===== src/rtl/axis_rr_arbiter.sv =====
// Packet-aware round-robin arbiter: NUM_PORTS AXI-Stream slaves share one
// registered AXI-Stream master. A grant is held from the first beat of a
// packet until its tlast beat is accepted; every beat is tagged with its
// source port index on m_axis_tid.
module axis_rr_arbiter #(
  parameter int DATA_WIDTH = 32,
  parameter int NUM_PORTS  = 4,
  parameter int ID_WIDTH   = 2
) (
  input  logic                            aclk,
  input  logic                            aresetn,
  input  logic [NUM_PORTS*DATA_WIDTH-1:0] s_axis_tdata,
  input  logic [NUM_PORTS-1:0]            s_axis_tvalid,
  output logic [NUM_PORTS-1:0]            s_axis_tready,
  input  logic [NUM_PORTS-1:0]            s_axis_tlast,
  output logic [DATA_WIDTH-1:0]           m_axis_tdata,
  output logic                            m_axis_tvalid,
  input  logic                            m_axis_tready,
  output logic                            m_axis_tlast,
  output logic [ID_WIDTH-1:0]             m_axis_tid
);

  localparam int IDX_W = $clog2(NUM_PORTS);
  // Reset value of the round-robin pointer so that port 0 wins first.
  localparam logic [IDX_W-1:0] LAST_PORT = IDX_W'(NUM_PORTS - 1);

  typedef enum logic {
    IDLE = 1'b0,
    BUSY = 1'b1
  } state_t;

  state_t                 state_q;
  logic [IDX_W-1:0]       grant_q;
  logic [IDX_W-1:0]       last_q;
  logic [IDX_W-1:0]       pick_d;
  logic                   pick_valid_d;

  logic [DATA_WIDTH-1:0]  tdata_q;
  logic                   tvalid_q;
  logic                   tlast_q;
  logic [ID_WIDTH-1:0]    tid_q;

  logic [DATA_WIDTH-1:0]  port_data [NUM_PORTS];
  logic                   out_free;
  logic                   sel_valid;
  logic                   sel_last;
  logic                   slave_accept;

  // The output register can take a new beat when empty or being drained.
  assign out_free = !tvalid_q || m_axis_tready;

  // Per-port data unpacking and ready generation. Ready depends only on
  // registered state and m_axis_tready, never on any s_axis_tvalid.
  for (genvar gi = 0; gi < NUM_PORTS; gi++) begin : g_port
    assign port_data[gi]     = s_axis_tdata[gi*DATA_WIDTH +: DATA_WIDTH];
    assign s_axis_tready[gi] = (state_q == BUSY) && (grant_q == IDX_W'(gi)) && out_free;
  end

  assign sel_valid    = s_axis_tvalid[grant_q];
  assign sel_last     = s_axis_tlast[grant_q];
  assign slave_accept = (state_q == BUSY) && sel_valid && out_free;

  // Round-robin search: first requester scanning upward from last_q+1.
  always_comb begin
    int cand_i;
    pick_d       = last_q;
    pick_valid_d = 1'b0;
    cand_i       = 0;
    for (int k = 1; k <= NUM_PORTS; k++) begin
      cand_i = (int'(last_q) + k) % NUM_PORTS;
      if (!pick_valid_d && s_axis_tvalid[IDX_W'(cand_i)]) begin
        pick_valid_d = 1'b1;
        pick_d       = IDX_W'(cand_i);
      end
    end
  end

  // Grant FSM: lock onto the picked port until its tlast beat is taken.
  always_ff @(posedge aclk or negedge aresetn) begin
    if (!aresetn) begin
      state_q <= IDLE;
      grant_q <= '0;
      last_q  <= LAST_PORT;
    end else begin
      case (state_q)
        IDLE: begin
          if (pick_valid_d) begin
            state_q <= BUSY;
            grant_q <= pick_d;
            last_q  <= pick_d;
          end
        end
        BUSY: begin
          if (slave_accept && sel_last) begin
            state_q <= IDLE;
          end
        end
      endcase
    end
  end

  // Output register: a new beat replaces the old one; otherwise a master
  // handshake empties it. Payload holds while stalled.
  always_ff @(posedge aclk or negedge aresetn) begin
    if (!aresetn) begin
      tvalid_q <= 1'b0;
      tdata_q  <= '0;
      tlast_q  <= 1'b0;
      tid_q    <= '0;
    end else if (slave_accept) begin
      tvalid_q <= 1'b1;
      tdata_q  <= port_data[grant_q];
      tlast_q  <= sel_last;
      tid_q    <= ID_WIDTH'(grant_q);
    end else if (m_axis_tready) begin
      tvalid_q <= 1'b0;
    end
  end

  assign m_axis_tdata  = tdata_q;
  assign m_axis_tvalid = tvalid_q;
  assign m_axis_tlast  = tlast_q;
  assign m_axis_tid    = tid_q;

endmodule


===== config.mk =====
export PLATFORM = sky130hd
export DESIGN_NAME = axis_rr_arbiter
export DESIGN_NICKNAME = d
export VERILOG_FILES = /design/src/rtl/axis_rr_arbiter.sv
export SDC_FILE = /design/constraint.sdc
export NUM_CORES = 1
export LEC_CHECK = 0
export BUFFER_PORTS_ARGS = -buffer_cell sky130_fd_sc_hd__buf_2
export CAP_MARGIN = 20
export CORE_MARGIN = 2
export CORE_UTILIZATION = 38
export CTS_CLUSTER_DIAMETER = 50
export DETAILED_ROUTE_END_ITERATION = 6
export HOLD_SLACK_MARGIN = 0.15
export PLACE_DENSITY = 0.83
export SYNTH_ARGS = -nofsm -noshare
export SYNTH_HDL_FRONTEND = slang
export SYNTH_SLANG_ARGS = --single-unit

===== constraint.sdc =====
create_clock -name aclk -period 1.55 [get_ports aclk]
set_input_delay 0.31 -clock aclk [delete_from_list [all_inputs] [get_ports aclk]]
set_output_delay 0.31 -clock aclk [all_outputs]
set_load 0.03 [all_outputs]

==> metrics.md <==
| Metric | Value |
|---|---|
| Status | complete, but fails checks |
| CP Capture Type | primary output |
| Worst skew pair latency | between 0.2 and 0.3 ns |
| Residual DRC | 0 |
| ANT cells | 0 |
| Register-to-Register Path Depth | 4 |
| Setup TNS | -4.63 ns |
| Worst min path class | in2reg |
| Cells after Synth | between 150 and 200 |
| Final setup violation count | 40 |
| Final Instance Count excl. Fillers | between 400 and 500 |
| CP Buf/Inv Count | 3 |
| Worst r2r src | grant_q[1] |
| Row count | 29 |
| Antenna viol nets, final | 0 |
| Post-synth top flop | dfrtp_1 |
| Post-layout min period | 1.69 ns |
| Largest area contributor in the netlist | dfrtp_1 |
| #FFs+latches synth | a little over 40 |
| Pin count of the biggest net entering global routing | 40 |
| Starting density of the core | approximately two fifths |
| Final worst path period share | 109% |
| Placed insts | just over 400 |
| Design Area, Final | roughly 4100 µm² |
| P&R area growth vs syn | 57.8% |
| Sw Ratio | about two fifths |
| Fin. max-slew vios | 0 |
| Crit path kind | reg2out |
| Slew at the pin closest to its max-slew limit | 0.520 ns |
| Final hold violation count | 0 |
| Clk slew on worst S/H paths | 0.09 ns |
| Layout cells sized above 1 | around 78% |
| DRT Wirelength | 7820 µm |
| Top cells by count, synth | dfrtp_1, mux2_1, mux4_2, mux4_1 |
| P_leak | just over 2 nW |
| Die H | between 80 and 90 µm |
| Failing checks | setup timing |
| Mean Syn Cell Area | 16.2 µm² |
| CP Launch Type | flip-flop |
| Netlist cell types | 30 |
| Antenna violations before repair | 0 |
| GR Util All Layers | 18.3% |
| Clk pwr share | 7.9% |
| CP endpoint | s_axis_tready[0] |
| Internal cell power | around 5.2 mW |
| Slowest CP cell | dfrtp_2 |
| Die span in x | between 80 and 90 µm |
| Setup Skew | 0.00975 ns |
| Mapped cell area | about 2600 µm² |
| Seq/Total Area, Yosys | about 40% |
| Clk buf depth | 2 |
| Drt via density | between 5 and 6 |
| Core area | around 6500 µm² |
| Pwr dens | roughly 2200 nW/µm² |
| Most common cell in the netlist | dfrtp_1 |
| CP delay by family, top | buffers and inverters |
| Core Util, Final | 62.7% |
| Rel. slew slack | between 60% and 70% |
| Syn Nets | ~300 |
| TritonCTS clock tree | built |
| Iteration-0 DRC count of the detailed router | 43 |
| DP HPWL | 5450 µm |
| CP peak stage delay | ~0.42 ns |
| Clock sinks | between 40 and 50 |
| DP Area | about 3700 µm² |
| Via count | around 2300 |
| Final WS setup | -0.137 ns |
| Achievable frequency | between 500 and 600 MHz |
| Critical path, cell by cell | buf_4 > buf_16 > nor3_4 > buf_6 |
| CTS Buf Count | 5 |
| GPL Wtd Cong | 0.727 |
| EDFF count, synth | 0 |
| Synth Warn # | 0 |
| Data arrival, critical path | between 1 and 1.5 ns |
| Reg-to-reg slack, setup | -0.14 ns |
| Root Driver | clkbuf_8 |
| First-pass GRT wire length | between 10000 and 15000 µm |
| H-tree depth | 2 |
| Placement Setup Slack | -0.167 ns |
| Synth top area share | between 30% and 40% |
| Max-cap violations | 0 |
| Avg WL per Cell | around 18 µm |
| Worst vdd ir | a little over 1000 µV |
| Port Buf Inserts | approximately 180 |
| Total Die Area | approximately 7400 µm² |
| CP Launch Point | grant_q[1] |
| Router iterations before antenna repair | 4 |
| Critical Path RT | 1.24 ns |
| Reg-to-reg endpoint | m_axis_tdata[25] |
| Sequential share of power | between 20% and 30% |
| WP depth | 4 |
| Vias in the first global route | approximately 2300 |
| Comb pwr share | 68.9% |
| Sw power | around 3.7 mW |
| Nets | ~490 |
| RSZ-0062 raised after global routing | true |
| Grt ovf | 0 |
| Fraction of registers with async set/reset | 100% |
| Crit-path max FO | 10 |
| # IOs | roughly 180 |
| Area contributors post-synth | dfrtp_1, mux4_2, mux4_1, mux2_1, mux2_4 |
-- worst min-delay path by stage --
stage	slack [ns]	end	cells past startpoint	startpoint
2_1_floorplan	0.01	grant_q[0]	0	aresetn
3_3_place_gp	0.31	m_axis_tdata[0]	1	aresetn
3_5_place_dp	0.31	m_axis_tdata[0]	1	aresetn
4_1_cts	0.30	m_axis_tvalid	3	m_axis_tready
5_1_grt	0.34	m_axis_tvalid	3	m_axis_tready
6_report	0.34	m_axis_tvalid	3	m_axis_tready
-- flip-flops by register name, indices dropped and copies added (netlist names) --
name / cells
m_axis_tid: 2
m_axis_tdata: 32
m_axis_tlast: 1
grant_q: 2
state_q: 1
m_axis_tvalid: 1
last_q: 2
-- power groups by stage --
stage	sequential, mW	combinational, mW	clock, mW
2_1_floorplan	2.92	2.86	0
3_3_place_gp	2.06	4.88	0
3_5_place_dp	2.07	5.03	0
4_1_cts	2.05	5.26	0.722
5_1_grt	2.13	6.47	0.760
6_report	2.07	6.13	0.700
-- layout make-up --
| type | instances | area, µm² |
|---|---|---|
| fill | 535 | 2410 |
| multi-input combinational | 100 | 1550 |
| timing repair buffer | 200 | 1270 |
| sequential | 41 | 1030 |
| tap | 77 | 96.3 |
| clock buffer | 5 | 68.8 |
| inverter | 4 | 22.5 |
| clock inverter | 3 | 17.5 |
-- cells in the final DEF, fill, tap and decap left out, types with 3 or more instances in the layout --
master	n
mux4_2	24
mux4_1	10
dfrtp_1	36
buf_6	4
clkbuf_8	5
nand2_1	4
clkbuf_16	5
buf_2	174
dfrtp_2	3
buf_12	6
mux2_4	29
mux2_1	5
inv_1	3
buf_4	9
a21o_1	4
-- through the flow --
| step | total power, mW | hold slack [ns] |
|---|---|---|
| final | 8.90 | 0.335 |
| after global routing | 9.37 | 0.342 |
| after CTS | 8.04 | 0.304 |
| after detailed placement | 7.10 | 0.315 |
| after global placement | 6.93 | 0.305 |
| after floorplan | 5.78 | 0.0144 |
-- cell families (layout without fill, tap and decap cells) --
logic type,after synthesis,count (layout),share of synthesized area (%)
simple gates,18,18,4.00
flops,41,41,40.1
mux,70,70,48.6
compound gates,12,12,3.46
buf+inv,17,212,3.90
-- tightest hold or removal path: stages --
cell      delay, ns
buf_2          0.08
nand2b_4       0.15
nand2_1        0.05
-- routing by layer --
layer,GRT usage [%],vias up,routed length [µm]
li1,-,1033,-
met4,4.83,0,24
met3,3.33,2,509
met1,19.9,1132,2960
met2,35.9,115,4330
met5,0,-,0
-- timing repair --
| item | in CTS | in global routing |
|---|---|---|
| buffers inserted | 3 | 2 |
| pin swaps | 1 | 1 |
| endpoints found under the setup margin | 38 | 38 |
| hold endpoints to repair | 18 | 0 |
| hold buffers | 1 | 0 |
| cloned | 0 | 5 |
| gates resized for setup | 16 | 27 |
Note: power is estimated with default switching activity, not from simulation.
